$ cat src/rtl/histogram_loader_if.sv
// histogram_loader_if: SD read channel plus histogram RAM write port, grouped for histogram_loader.
interface histogram_loader_if;
  logic        sd_ready;
  logic        sd_rd;
  logic [31:0] sd_address;
  logic [7:0]  sd_dout;
  logic        sd_byte_available;
  logic [9:0]  waddr;
  logic [15:0] wdata;
  logic        we;

  // Loader side: issues reads, consumes bytes, writes RAM words.
  modport master (
    input  sd_ready, sd_dout, sd_byte_available,
    output sd_rd, sd_address, waddr, wdata, we
  );

  // SD controller / RAM side.
  modport slave (
    output sd_ready, sd_dout, sd_byte_available,
    input  sd_rd, sd_address, waddr, wdata, we
  );
endinterface

$ cat src/rtl/histogram_loader.sv
// histogram_loader: restores a 1024 x 16-bit histogram from four 512-byte SD sectors
// into the histogram RAM write port. Bins are stored big-endian (high byte first).
// Optional: define LOADER_CHECKSUM_EN to add a 16-bit running sum of written words.
module histogram_loader #(
  parameter logic [31:0] BASE_ADDR   = 32'd0,
  parameter int unsigned SLOT_BITS   = 3,
  parameter logic [31:0] SLOT_STRIDE = 32'd2048
) (
  input  logic                 clk,
  input  logic                 reset,
  input  logic                 start,
  input  logic [SLOT_BITS-1:0] slot,
  histogram_loader_if.master   bus,
  output logic                 loading,
  output logic                 done
`ifdef LOADER_CHECKSUM_EN
  ,
  output logic [15:0]          checksum
`endif
);

  typedef enum logic [2:0] {IDLE, WAIT_RDY, ISSUE, READ, NEXT, FIN} state_t;

  state_t               state;
  logic [SLOT_BITS-1:0] slot_q;
  logic [1:0]           sector;
  logic [8:0]           byte_cnt;
  logic [9:0]           word_cnt;
  logic [7:0]           hi_byte;
  logic                 bav_q;
  logic                 byte_edge_c;
  logic [31:0]          addr_c;

  // One byte per rising edge of the byte-valid level.
  assign byte_edge_c = bus.sd_byte_available & ~bav_q;

  // Sector byte address for the latched slot and current sector.
  assign addr_c = BASE_ADDR + 32'(slot_q) * SLOT_STRIDE + {21'd0, sector, 9'd0};

  // Load sequencer with registered outputs.
  always_ff @(posedge clk or posedge reset) begin
    if (reset) begin
      state          <= IDLE;
      slot_q         <= '0;
      sector         <= 2'd0;
      byte_cnt       <= 9'd0;
      word_cnt       <= 10'd0;
      hi_byte        <= 8'd0;
      bav_q          <= 1'b0;
      bus.sd_rd      <= 1'b0;
      bus.sd_address <= 32'd0;
      bus.waddr      <= 10'd0;
      bus.wdata      <= 16'd0;
      bus.we         <= 1'b0;
      loading        <= 1'b0;
      done           <= 1'b0;
`ifdef LOADER_CHECKSUM_EN
      checksum       <= 16'd0;
`endif
    end else begin
      bav_q  <= bus.sd_byte_available;
      bus.we <= 1'b0;
      done   <= 1'b0;
      // Word address advances the cycle after each write.
      if (bus.we) begin
        word_cnt <= word_cnt + 10'd1;
`ifdef LOADER_CHECKSUM_EN
        checksum <= checksum + bus.wdata;
`endif
      end
      case (state)
        IDLE: begin
          if (start) begin
            slot_q   <= slot;
            sector   <= 2'd0;
            byte_cnt <= 9'd0;
            word_cnt <= 10'd0;
            loading  <= 1'b1;
`ifdef LOADER_CHECKSUM_EN
            checksum <= 16'd0;
`endif
            state    <= WAIT_RDY;
          end
        end
        WAIT_RDY: begin
          bus.sd_address <= addr_c;
          if (bus.sd_ready) begin
            bus.sd_rd <= 1'b1;
            state     <= ISSUE;
          end
        end
        ISSUE: begin
          // Hold the request until the controller acknowledges by dropping ready.
          if (!bus.sd_ready) begin
            bus.sd_rd <= 1'b0;
            state     <= READ;
          end
        end
        READ: begin
          if (byte_edge_c) begin
            if (!byte_cnt[0]) begin
              hi_byte <= bus.sd_dout;
            end else begin
              bus.wdata <= {hi_byte, bus.sd_dout};
              bus.waddr <= word_cnt;
              bus.we    <= 1'b1;
            end
            byte_cnt <= byte_cnt + 9'd1;
            if (byte_cnt == 9'd511) state <= NEXT;
          end
        end
        NEXT: begin
          // done lands in the cycle right after the final write.
          if (sector == 2'd3) begin
            done    <= 1'b1;
            loading <= 1'b0;
            state   <= FIN;
          end else begin
            sector   <= sector + 2'd1;
            byte_cnt <= 9'd0;
            state    <= WAIT_RDY;
          end
        end
        FIN:     state <= IDLE;
        default: state <= IDLE;
      endcase
    end
  end

endmodule

$ cat src/flat_wrapper.sv
// flat-port wrapper written by rule: the top's interface ports become plain ports
module histogram_loader_flat 
#(
  parameter logic [31:0] BASE_ADDR   = 32'd0,
  parameter int unsigned SLOT_BITS   = 3,
  parameter logic [31:0] SLOT_STRIDE = 32'd2048
)
  (clk, reset, start, slot, loading, done, bus_sd_ready, bus_sd_dout, bus_sd_byte_available, bus_sd_rd, bus_sd_address, bus_waddr, bus_wdata, bus_we);
  histogram_loader_if bus_i ();
  input  logic clk;
  input  logic reset;
  input  logic start;
  input  logic [SLOT_BITS-1:0] slot;
  output logic loading;
  output logic done;
  input wire logic [$bits(bus_i.sd_ready)-1:0] bus_sd_ready;
  input wire logic [$bits(bus_i.sd_dout)-1:0] bus_sd_dout;
  input wire logic [$bits(bus_i.sd_byte_available)-1:0] bus_sd_byte_available;
  output wire logic [$bits(bus_i.sd_rd)-1:0] bus_sd_rd;
  output wire logic [$bits(bus_i.sd_address)-1:0] bus_sd_address;
  output wire logic [$bits(bus_i.waddr)-1:0] bus_waddr;
  output wire logic [$bits(bus_i.wdata)-1:0] bus_wdata;
  output wire logic [$bits(bus_i.we)-1:0] bus_we;
  assign bus_i.sd_ready = bus_sd_ready;
  assign bus_i.sd_dout = bus_sd_dout;
  assign bus_i.sd_byte_available = bus_sd_byte_available;
  assign bus_sd_rd = bus_i.sd_rd;
  assign bus_sd_address = bus_i.sd_address;
  assign bus_waddr = bus_i.waddr;
  assign bus_wdata = bus_i.wdata;
  assign bus_we = bus_i.we;
  histogram_loader #(.BASE_ADDR(BASE_ADDR), .SLOT_BITS(SLOT_BITS), .SLOT_STRIDE(SLOT_STRIDE)) u_core (.clk(clk), .reset(reset), .start(start), .slot(slot), .bus(bus_i), .loading(loading), .done(done));
endmodule
$ cat config.mk
export PLATFORM = sky130hd
export DESIGN_NAME = histogram_loader_flat
export DESIGN_NICKNAME = d
export VERILOG_FILES = /design/src/rtl/histogram_loader_if.sv /design/src/rtl/histogram_loader.sv /design/src/flat_wrapper.sv
export SDC_FILE = /design/constraint.sdc
export NUM_CORES = 1
export LEC_CHECK = 0
export BUFFER_PORTS_ARGS = -buffer_cell sky130_fd_sc_hd__buf_2
export CORE_MARGIN = 1.5
export CORE_UTILIZATION = 54
export CTS_CLUSTER_SIZE = 20
export DETAILED_ROUTE_END_ITERATION = 8
export GPL_TIMING_DRIVEN = 0
export PLACE_DENSITY_LB_ADDON = 0.15
export SETUP_SLACK_MARGIN = 0.4
export SLEW_MARGIN = 20
export SYNTH_ARGS = -nofsm -noshare
export SYNTH_HDL_FRONTEND = slang
export SYNTH_SLANG_ARGS = --single-unit
$ cat constraint.sdc
create_clock -name clk -period 2.9 [get_ports clk]
set_input_delay 0.435 -clock clk [delete_from_list [all_inputs] [get_ports clk]]
set_output_delay 0.435 -clock clk [all_outputs]
set_load 0.01 [all_outputs]
* Word level (Yosys, flattened, before mapping)
Index checks and enable logic that the tools add are counted.
Storage, ports and cells: input port bits 16, bits in read-only memories 0, latch bits 0, bits in registers 98, output and inout bits 62, memory bits (writable) 0, logic and storage cells 74, memories 0
Operators by class: equality and inequality tests 13, $add $sub $neg 4, shifts and indexed selects 0, div/mod/pow operators 0, multiply operators 0, order comparisons 0, muxes and demuxes 28, reductions and logical operators 12, bitwise logic cells 3
Operators by type and width (number):
- 10-bit 2-to-1 mux | 3
- 9-bit 2-to-1 mux | 3
- 9-bit case mux with 3 select lines | 1
- 3-bit 2-to-1 mux | 6
- 14-bit by 11-bit adder with 15-bit output | 1
- 3-bit case mux with 5 select lines | 1
- 3-bit AND reduction | 5
- 10-bit by 1-bit adder with 10-bit output (second input constant) | 1
- 9-bit by 1-bit adder with 9-bit output (second input constant) | 1
- 9-bit == test (second input constant) | 1
- 1-bit 2-to-1 mux | 9
- 2-bit != test (second input constant) | 4
- 3-bit by 2-bit == test with 1-bit output (second input constant) | 2
- 2-bit by 1-bit != test with 1-bit output (second input constant) | 3
- 5-bit AND reduction | 1
- 2-bit 2-to-1 mux | 2
- 1-bit case mux with 2 select lines | 2
- 2-bit case mux with 2 select lines | 1
- 4-bit AND reduction | 1
- 2-bit nonzero test | 2
- 3-bit by 1-bit == test with 1-bit output (second input constant) | 1
- 3-bit == test (second input constant) | 1
- 3-bit logical NOT | 1
- 3-bit nonzero test | 1
- 5 further kinds | 6

* Longest topological paths before layout
Gate-level depths: netlist of the first run.
depth after elaboration 4, mapped depth 7

* Worst setup path before layout of the first run
No wires, ideal clock.
kind register to register, start register u_core.byte_cnt[0], end register u_core.state[0], library setup time 0.128 ns, path buffers 0, cell stages (with the launch flop) 8, clock period less this slack 2.013 ns, data arrival time 1.885 ns, data required time 2.772 ns, slack 0.887 ns, path through dfrtp_1 ha_1 and3_1 and3_1 ha_1 and3_1 o2bb2ai_2 mux2_1
Between the ends: cells in the longest elaborated chain, start to end 3
Ends and longest elaborated chain:
- start, declared | line histogram_loader.sv:27 | logic [8:0] byte_cnt;
- start signal, assigned | line histogram_loader.sv:108 | byte_cnt <= byte_cnt + 9'd1;
- 9-bit == test | line histogram_loader.sv:109 | if (byte_cnt == 9'd511) state <= NEXT;
- 2-bit by 1-bit != test with 1-bit output (no line)
- 5-bit AND reduction (no line)
- end signal, assigned | line histogram_loader.sv:109
- end signal, assigned | line histogram_loader.sv:117 | state <= FIN;
- end signal, assigned | line histogram_loader.sv:121 | state <= WAIT_RDY;
- end, declared | line histogram_loader.sv:24 | state_t state;
Every way passes these cells. A chain may end at the register's enable or synchronous reset.

* Worst setup path after layout of the first run
Same ends and word-level chain as after synthesis.

==> impl_metrics.env, run 1 <==
export IMPL_status="complete, no violations"
export IMPL_clkLatencyLatePin_ns=0.33
export IMPL_async_flop_share_pct=100
export IMPL_port_buffers=50
export IMPL_synth_warning_count=0
export IMPL_syn_area_per_cell_um2=12.9
export IMPL_fin_nets=376
export IMPL_clkTransAtPathRegs_ns=0.07
export IMPL_dr_pass1_iters=4
export IMPL_clock_path_buffers=2
export IMPL_cp_cell_sequence="ha_1 > and3_1 > and3_1 > ha_1 > and3_1 > o2bb2ai_2 > mux2_1"
export IMPL_timing_rr_start="u_core.byte_cnt[0]$_DFFE_PP0P_"
export IMPL_grtUsageTotal_pct=18.7
export IMPL_power_per_cell_area_nw_per_um2=781
export IMPL_grt_setup_unrepaired="no"
export IMPL_die_y_um=83.0
export IMPL_area_delta_synth_final_pct=19.2
export IMPL_rows=28
export IMPL_r2r_cells=7
export IMPL_grt_pass1_wl_um=10300
export IMPL_crit_path_max_fanout=5
export IMPL_start_kind="register"
export IMPL_gp_congestion=0.756
export IMPL_ys_seq_elements=71
export IMPL_cts_root_buf="clkbuf_8"
export IMPL_diodes=0
export IMPL_power_frac_seq_pct=42.6
export IMPL_synthCells=268
export IMPL_fin_skew_ns=0.00930
export IMPL_end_kind="register"
export IMPL_cpLargestDelayFamily="simple AND/OR/NAND/NOR gates"
export IMPL_clkPwrFrac_pct=24.0
export IMPL_placed_cell_area_um2=3930
export IMPL_cp_required_ns=3.11
export IMPL_synth_area_um2=3460
export IMPL_ctsResizeCount=0
export IMPL_vdd_ir_drop_max_uv=508
export IMPL_critPathMostFrequentCell="and3_1"
export IMPL_period_share_pct=75.8
export IMPL_r2r_end="u_core.state[0]$_DFFE_PP0P_"
export IMPL_post_cts_repair_setup_buffers=0
export IMPL_max_stage_delay_ns=0.49
export IMPL_r2r_slack_ns=0.70
export IMPL_slowest_stage="dfrtp_1"
export IMPL_hold_buffers=0
export IMPL_cts_htree_levels=3
export IMPL_path_buf_inv=0
export IMPL_io_pins=78
export IMPL_clock_fmax_mhz=455
export IMPL_netlist_top_cells_count="71 x dfrtp_1, 27 x buf_4, 23 x mux2_2"
export IMPL_via_per_inst=5.08
export IMPL_synth_edf_count=0
export IMPL_finalWirelength_um=6010
export IMPL_hp_class="in -> async"
export IMPL_crit_arrival_ns=2.41
export IMPL_place_hpwl_um=4270
export IMPL_p_int_w=0.00217
export IMPL_min_period_ns=2.20
export IMPL_synth_top_area_share_pct=51.4
export IMPL_total_power_w=0.00322
export IMPL_p_sw_share_pct=32.4
export IMPL_grt_pass1_vias=2189
export IMPL_drt_initial_drc_count=57
export IMPL_setup_worst_path_class="reg -> reg"
export IMPL_grtUsageMet2_pct=28.5
export IMPL_maxCapViolCount=0
export IMPL_use_met1_pct=25.1
export IMPL_start_util_pct=57.0
export IMPL_drv_slew=0
export IMPL_cts_sinks=71
export IMPL_synthTopCellsByArea="dfrtp_1 51%, mux2_4 8.3%, mux2_2 7.5%"
export IMPL_synth_most_common_cell="dfrtp_1"
export IMPL_yosysTopAreaCell="dfrtp_1"
export IMPL_ant_nets=0
export IMPL_fillers=471
export IMPL_setup_viol=0
export IMPL_coreArea_um2=6060
export IMPL_vias=2217
export IMPL_switching_power_w=0.00104
export IMPL_hold_viol_final=0
export IMPL_cts_inserted_buffers=9
export IMPL_ys_flop_type="dfrtp_1"
export IMPL_grt_max_degree=53
export IMPL_dieArea_um2=6890
export IMPL_top_usage_layer="met2"
export IMPL_antenna_found_initial=0
export IMPL_overflow=0
export IMPL_wire_per_inst_um=13.8
export IMPL_use_met3_pct=4.08
export IMPL_cts_tree="done"
export IMPL_stdcell_area_um2=4120
export IMPL_drive_gt1_share_pct=43.2
export IMPL_drc=0
export IMPL_synth_cell_type_count=49
export IMPL_ys_seq_area_share_pct=51.4
export IMPL_combPwrFrac_pct=33.3
export IMPL_power_leakage_nw=2.19
export IMPL_die_w_um=83.0
-- placed cells by master, fill, tap and decap left out, types with 6 or more instances in the layout --
master	Yosys	routed
nand3_1	6	6
buf_4	27	27
nand2b_1	6	6
dfrtp_1	71	71
mux2i_1	6	6
nor2_1	11	11
conb_1	1	27
mux2_4	19	19
nand2_1	15	15
mux2_2	23	23
clkbuf_8	0	10
buf_2	7	57
a21oi_1	6	6
-- logic make-up (layout without fill, tap and decap cells) --
family                   Yosys count  after routing  share of synthesized area [%]
adder cells (fa/ha/maj)            4              4                           1.45
AO/OA/AOI/OAI                     30             30                           8.07
multiplexers                      49             49                           17.8
other                              1             27                          0.108
XOR/XNOR                           8              8                           2.03
AND/OR/NAND/NOR                   64             64                           10.4
buffers and inverters             41            108                           8.79
flip-flops                        71             71                           51.4
-- layer usage --
metal  vias to the layer above  part of all wire [%]
li1                       1060                     -
met1                      1073                    46
met2                        73                    47
met3                        11                   5.1
met4                         0                   2.1
met5                         -                     0
-- power groups by stage --
stage | clock network [W] | logic (W) | registers (W)
final | 0.000773 | 0.00107 | 0.00137
after global routing | 0.000840 | 0.00117 | 0.00141
after CTS | 0.000787 | 0.00108 | 0.00137
after detailed placement | 0 | 0.00108 | 0.00139
after global placement | 0 | 0.00105 | 0.00138
after floorplan | 0 | 0.000757 | 0.00142
-- how the worst max path moves through the flow --
| stage | from | endpoint | slack, ns | cells after the start |
|---|---|---|---|---|
| after CTS | u_core.byte_cnt[0]$_DFFE_PP0P_ | u_core.state[0]$_DFFE_PP0P_ | 0.70 | 7 |
| after floorplan | reset | u_core.bav_q$_DFF_PP0_ | 0.67 | 1 |
| after global placement | reset | u_core.bus.wdata[6]$_DFFE_PP0P_ | -0.19 | 2 |
| final | u_core.byte_cnt[0]$_DFFE_PP0P_ | u_core.state[0]$_DFFE_PP0P_ | 0.70 | 7 |
| after global routing | u_core.byte_cnt[0]$_DFFE_PP0P_ | u_core.state[0]$_DFFE_PP0P_ | 0.61 | 7 |
| after detailed placement | u_core.byte_cnt[0]$_DFFE_PP0P_ | u_core.state[0]$_DFFE_PP0P_ | 0.71 | 7 |
-- stage by stage --
stage	cells	TNS [ns]	utilization (%)	hold WS (ns)	worst slack, ns
3_5_place_dp	420	0	64.8	0.406	0.714
5_1_grt	436	0	68.0	0.0505	0.605
4_1_cts	436	0	68.0	0.0428	0.702
3_3_place_gp	419	-13.08	64.3	0.457	-0.188
2_1_floorplan	294	0	-	0.466	0.668
6_report	436	0	68.0	0.0472	0.703
-- state kept, by name, summed over array words and instances (netlist names), 2 cells and up --
name	count
u_core.bus.wdata	16
u_core.bus.waddr	10
u_core.word_cnt	10
u_core.byte_cnt	9
u_core.hi_byte	8
u_core.bus.sd_address	5
u_core.slot_q	3
u_core.state	3
u_core.sector	2
-- cell type report --
type / instances / area (um^2) / share of cell area, %
plain buffers: 37 / 289 / 7.01
clock buffers: 13 / 149 / 3.61
clock inverters: 3 / 42.5 / 1.03
inverters: 4 / 17.5 / 0.425
multi-input cells: 182 / 1470 / 35.8
flip-flops and latches: 71 / 1780 / 43.1
well taps: 75 / 93.8 / 2.28
repair buffers: 51 / 278 / 6.74
No activity file was read; power rests on OpenSTA's default activity.
==> run 2: changes to the inputs <==
==> constraint.sdc (replaced) <==
create_clock -name clk -period 2.1 [get_ports clk]
set_input_delay 0.315 -clock clk [delete_from_list [all_inputs] [get_ports clk]]
set_output_delay 0.315 -clock clk [all_outputs]
set_load 0.01 [all_outputs]
==> run 2 against run 1 <==
Net effect:
- clock-buffer cell count shrank 3
- wire length grew 3.1%
- sequential power grew 38%
- sequential cell count is the same
- worst setup slack lost 0.37 ns
- clock power grew 68%
- critical path type unchanged
==> impl_metrics.env, run 2 (synthesized netlist as in run 1, its figures left out) <==
export IMPL_die_w_um=83.0
export IMPL_start_kind="register"
export IMPL_dieArea_um2=6890
export IMPL_vdd_ir_drop_max_uv=846
export IMPL_cts_tree="done"
export IMPL_wire_per_inst_um=14.0
export IMPL_area_delta_synth_final_pct=25.0
export IMPL_final_common_cell="dfrtp_1"
export IMPL_start_util_pct=57.0
export IMPL_status="complete, no violations"
export IMPL_regMostFlops="u_core.bus.wdata"
export IMPL_vias=2193
export IMPL_end_kind="register"
export IMPL_layout_common_cells="70 x dfrtp_1, 56 x buf_2, 33 x buf_4, 27 x conb_1, 23 x mux2_2"
export IMPL_power_leakage_nw=2.25
export IMPL_fin_setup_tns_ns=0
export IMPL_cts_root_buf="clkbuf_8"
export IMPL_gp_congestion=0.798
export IMPL_antenna_found_initial=0
export IMPL_diodes=0
export IMPL_ant_nets=0
export IMPL_coreArea_um2=6060
export IMPL_drt_initial_drc_count=105
export IMPL_clock_path_buffers=2
export IMPL_hp_class="in -> reg"
export IMPL_period_share_pct=83.9
export IMPL_power_per_cell_area_nw_per_um2=1110
export IMPL_grt_pass1_vias=2141
export IMPL_grt_pass1_wl_um=10200
export IMPL_cp_required_ns=2.34
export IMPL_cts_htree_levels=3
export IMPL_drv_slew=0
export IMPL_crit_path_max_fanout=3
export IMPL_place_hpwl_um=4360
export IMPL_cts_sinks=71
export IMPL_io_pins=78
export IMPL_min_period_ns=1.76
export IMPL_die_y_um=83.0
export IMPL_cts_inserted_buffers=9
export IMPL_clkLatencyLatePin_ns=0.35
export IMPL_dr_pass1_iters=4
export IMPL_setup_viol=0
export IMPL_rows=28
export IMPL_setup_worst_path_class="reg -> reg"
export IMPL_fin_nets=383
export IMPL_fin_skew_ns=0.00967
export IMPL_drc=0
export IMPL_largest_reg_flops=16
export IMPL_finalWirelength_um=6200
export IMPL_overflow=0
export IMPL_clock_fmax_mhz=567
export IMPL_r2r_cells=7
export IMPL_drive_gt1_share_pct=47.0
export IMPL_maxCapViolCount=0
export IMPL_hold_viol_final=0
export IMPL_hold_depth=1
export IMPL_reg_top3="u_core.bus.wdata (16), u_core.bus.waddr (10), u_core.word_cnt (10)"
export IMPL_clkTransAtPathRegs_ns=0.08
export IMPL_via_per_inst=4.95
export IMPL_grt_setup_unrepaired="yes"
export IMPL_final_core_util_pct=71.3
export IMPL_port_buffers=50
export IMPL_grtUsageTotal_pct=19.2
export IMPL_crit_arrival_ns=2.01
export IMPL_grt_max_degree=34
run 2: metal layers:
metal  global-route usage (%)  wire length (um)
met1                     24.3              2830
met2                     30.5              2930
met3                     6.56               324
met4                     7.73               114
met5                        0                 0
run 2: final cells by class:
type                    count  area (um^2)
clock buffers              10          128
clock inverters             6          109
well taps                  75         93.8
multi-input cells         182         1560
plain buffers              37          292
inverters                   4         18.8
fillers                   434         1740
repair buffers             58          345
flip-flops and latches     71         1780
run 2: path summary, 6_finish.rpt:
path	end	slack, ns	from
max in group asynchronous	u_core.byte_cnt[0]$_DFFE_PP0P_	0.86	reset
min in group asynchronous	u_core.bus.waddr[4]$_DFFE_PP0P_	0.55	reset
min	u_core.bav_q$_DFF_PP0_	0.08	bus_sd_byte_available
max	u_core.state[0]$_DFFE_PP0P_	0.34	u_core.byte_cnt[1]$_DFFE_PP0P_
max reg2reg	u_core.state[0]$_DFFE_PP0P_	0.34	u_core.byte_cnt[1]$_DFFE_PP0P_
min reg2reg	u_core.loading$_DFFE_PP0P_	0.48	u_core.loading$_DFFE_PP0P_
run 2: what timing repair did:
item,CTS,global route
buffers inserted,2,3
endpoints found under the setup margin,7,9
endpoints found under the hold margin,19,0
hold buffers,1,0
pin swaps,1,2
resized for setup,3,4
run 2: per-stage QoR:
stage                     cells  setup WS [ns]  cell area (um^2)  hold slack [ns]  power (W)
after global placement      419          0.267              3960            0.441    0.00339
final                       443          0.337              4320           0.0759    0.00482
after global routing        443          0.303              4320           0.0680    0.00509
after CTS                   440          0.339              4280           0.0682    0.00480
after floorplan             294          0.318              3620            0.346    0.00306
after detailed placement    421          0.261              4010            0.373    0.00346
run 2: critical path, stage by stage (launching register included):
cell and delay, ns:
dfrtp_1 0.42, ha_4 0.17, and3_4 0.17, and3_4 0.15, ha_4 0.15, and3_4 0.14, o2bb2ai_4 0.14, mux2_4 0.31
run 2: where the power goes:
part / internal [W] / switching (W)
combinational: 0.000819 / 0.000804
clock: 0.000787 / 0.000513
sequential: 0.00170 / 0.000197
==> run 3: changes to the inputs <==
==> constraint.sdc (replaced) <==
create_clock -name clk -period 1.75 [get_ports clk]
set_input_delay 0.2625 -clock clk [delete_from_list [all_inputs] [get_ports clk]]
set_output_delay 0.2625 -clock clk [all_outputs]
set_load 0.01 [all_outputs]
==> run 3 against run 2 <==
Net effect:
- the flow now finishes with violations (negative setup slack)
- wire length rose by 19%
- via count rose by 7.7%
- combinational power rose by 70%
- sequential cell count did not move
- non-clock buffer count rose by 27
- power rose by 28%
- critical endpoint unchanged
- largest power group is now combinational cells
- highest routed layer unchanged
==> impl_metrics.env, run 3 (synthesized netlist as in run 1, its figures left out) <==
export IMPL_start_kind="register"
export IMPL_power_leakage_nw=2.52
export IMPL_cp_startpoint="u_core.byte_cnt[1]$_DFFE_PP0P_"
export IMPL_place_hpwl_um=4420
export IMPL_cts_root_buf="clkbuf_8"
export IMPL_period_share_pct=102
export IMPL_vias=2362
export IMPL_clkTransAtPathRegs_ns=0.08
export IMPL_die_y_um=83.0
export IMPL_power_per_cell_area_nw_per_um2=1290
export IMPL_dr_pass1_iters=4
export IMPL_fillers=369
export IMPL_setup_viol=1
export IMPL_fin_nets=410
export IMPL_clock_fmax_mhz=562
export IMPL_overflow=0
export IMPL_critPathMostFrequentCell="and3_4"
export IMPL_violations="negative setup slack"
export IMPL_status="complete, but fails checks"
export IMPL_final_common_cell="dfrtp_1"
export IMPL_crit_path_max_fanout=3
export IMPL_grt_pass1_vias=2459
export IMPL_min_from="bus_sd_byte_available"
export IMPL_finalWirelength_um=7370
export IMPL_drt_initial_drc_count=82
export IMPL_rows=28
export IMPL_slowest_stage="dfrtp_1"
export IMPL_hp_class="in -> reg"
export IMPL_grtUsageTotal_pct=22.3
export IMPL_maxCapViolCount=0
export IMPL_ant_nets=0
export IMPL_regMostFlops="u_core.bus.wdata"
export IMPL_crit_arrival_ns=2.01
export IMPL_cp_required_ns=1.98
export IMPL_largest_reg_flops=16
export IMPL_timing_rr_start="u_core.byte_cnt[1]$_DFFE_PP0P_"
export IMPL_wire_per_inst_um=15.7
export IMPL_fin_skew_ns=0.00730
export IMPL_cts_tree="done"
export IMPL_io_pins=78
export IMPL_coreArea_um2=6060
export IMPL_area_delta_synth_final_pct=39.0
export IMPL_max_stage_delay_ns=0.42
export IMPL_clkLatencyLatePin_ns=0.34
export IMPL_drc=0
export IMPL_gp_congestion=0.782
export IMPL_multi_input_area_um2=1740
export IMPL_clock_path_buffers=2
export IMPL_cts_inserted_buffers=9
export IMPL_port_buffers=50
export IMPL_stdcell_area_um2=4810
export IMPL_hold_viol_final=0
export IMPL_reg_top3="u_core.bus.wdata (16), u_core.bus.waddr (10), u_core.word_cnt (10)"
export IMPL_grt_setup_unrepaired="yes"
export IMPL_grt_pass1_wl_um=12300
export IMPL_dieArea_um2=6890
export IMPL_min_period_ns=1.78
export IMPL_grt_max_degree=35
export IMPL_cts_htree_levels=3
export IMPL_drive_gt1_share_pct=55.1
export IMPL_cp_cell_sequence="ha_4 > and3_4 > and3_4 > ha_4 > and3_4 > o2bb2ai_4 > mux2_4"
export IMPL_cts_sinks=71
export IMPL_start_util_pct=57.0
export IMPL_vdd_ir_drop_max_uv=1030
export IMPL_via_per_inst=5.04
export IMPL_drv_slew=0
export IMPL_setup_ws_ns=-0.0296
export IMPL_layout_common_cells="70 x dfrtp_1, 50 x buf_2, 44 x buf_4, 43 x mux2_4, 27 x conb_1"
export IMPL_die_w_um=83.0
export IMPL_diodes=0
export IMPL_antenna_found_initial=0
export IMPL_total_power_w=0.00618
export IMPL_setup_worst_path_class="reg -> reg"
export IMPL_placed_cell_area_um2=4030
export IMPL_end_kind="register"
export IMPL_seq_area_um2=1780
==> run 3: cell types whose count changed in the layout (fill, tap and decap cells not counted), sizes merged <==
cell,delta
bufinv,-3
clkinvlp,+1
clkbuf,+1
buf,+27
==> run 3: routing by layer <==
metal	up-vias	part of all wire [%]	track usage, %
met2	67	51	36.8
met1	1169	44	29.5
met5	-	0	0
met3	6	4.6	4.77
li1	1120	-	-
met4	0	0.96	6.82
==> run 3: repair_timing <==
action	4_1_cts	5_1_grt
endpoints found under the hold margin	17	0
buffers inserted	21	8
hold buffers	1	0
pin swaps	11	10
setup endpoints to repair	67	68
resized for setup	61	21
gates cloned	3	0
==> run 3: report_power, final <==
group	total, W	internal (W)	switching (W)	leakage (nW)
registers	0.00230	0.00204	0.000260	0.941
logic	0.00276	0.00152	0.00124	1.49
clock network	0.00112	0.000538	0.000584	0.0850
total	0.00618	0.00410	0.00208	2.52
==> run 3: layout make-up <==
| type | count | area share [%] |
|---|---|---|
| tap | 75 | 1.95 |
| sequential | 71 | 37.0 |
| clock buffer | 11 | 2.94 |
| inverter | 4 | 0.391 |
| clock inverter | 4 | 0.469 |
| multi-input combinational | 182 | 36.3 |
| timing repair buffer | 85 | 14.2 |
| buffer | 37 | 6.77 |
==> run 3: per-stage QoR <==
step                      TNS, ns  setup slack (ns)  util (%)  cells  hold slack, ns
after global routing      -0.0856           -0.0708      79.3    469          0.0455
after detailed placement   -0.141            -0.102      66.4    421           0.298
after global placement    -0.0890           -0.0788      65.6    419           0.386
after CTS                 -0.0357           -0.0357      77.2    461          0.0420
after floorplan           -0.0314           -0.0314         -    294           0.294
final                     -0.0296           -0.0296      79.3    469          0.0537
==> run 3: final timing paths <==
kind,endpoint,slack [ns],cells after the start
worst max-delay path,u_core.state[0]$_DFFE_PP0P_,-0.03,7
worst min-delay path,u_core.bav_q$_DFF_PP0_,0.05,1
worst max register to register,u_core.state[0]$_DFFE_PP0P_,-0.03,7
worst min register to register,u_core.loading$_DFFE_PP0P_,0.49,1
max in group asynchronous,u_core.byte_cnt[0]$_DFFE_PP0P_,0.57,5
min in group asynchronous,u_core.state[0]$_DFFE_PP0P_,0.48,3
==> run 3: worst max-delay path, delay by kind of cell (launching register included) <==
kind / cells / cell delay [ns]
and+or+nand+nor: 3 / 0.47
AOI/OAI and AO/OA: 1 / 0.15
adders and majority gates: 2 / 0.33
muxes: 1 / 0.31
DFF: 1 / 0.42
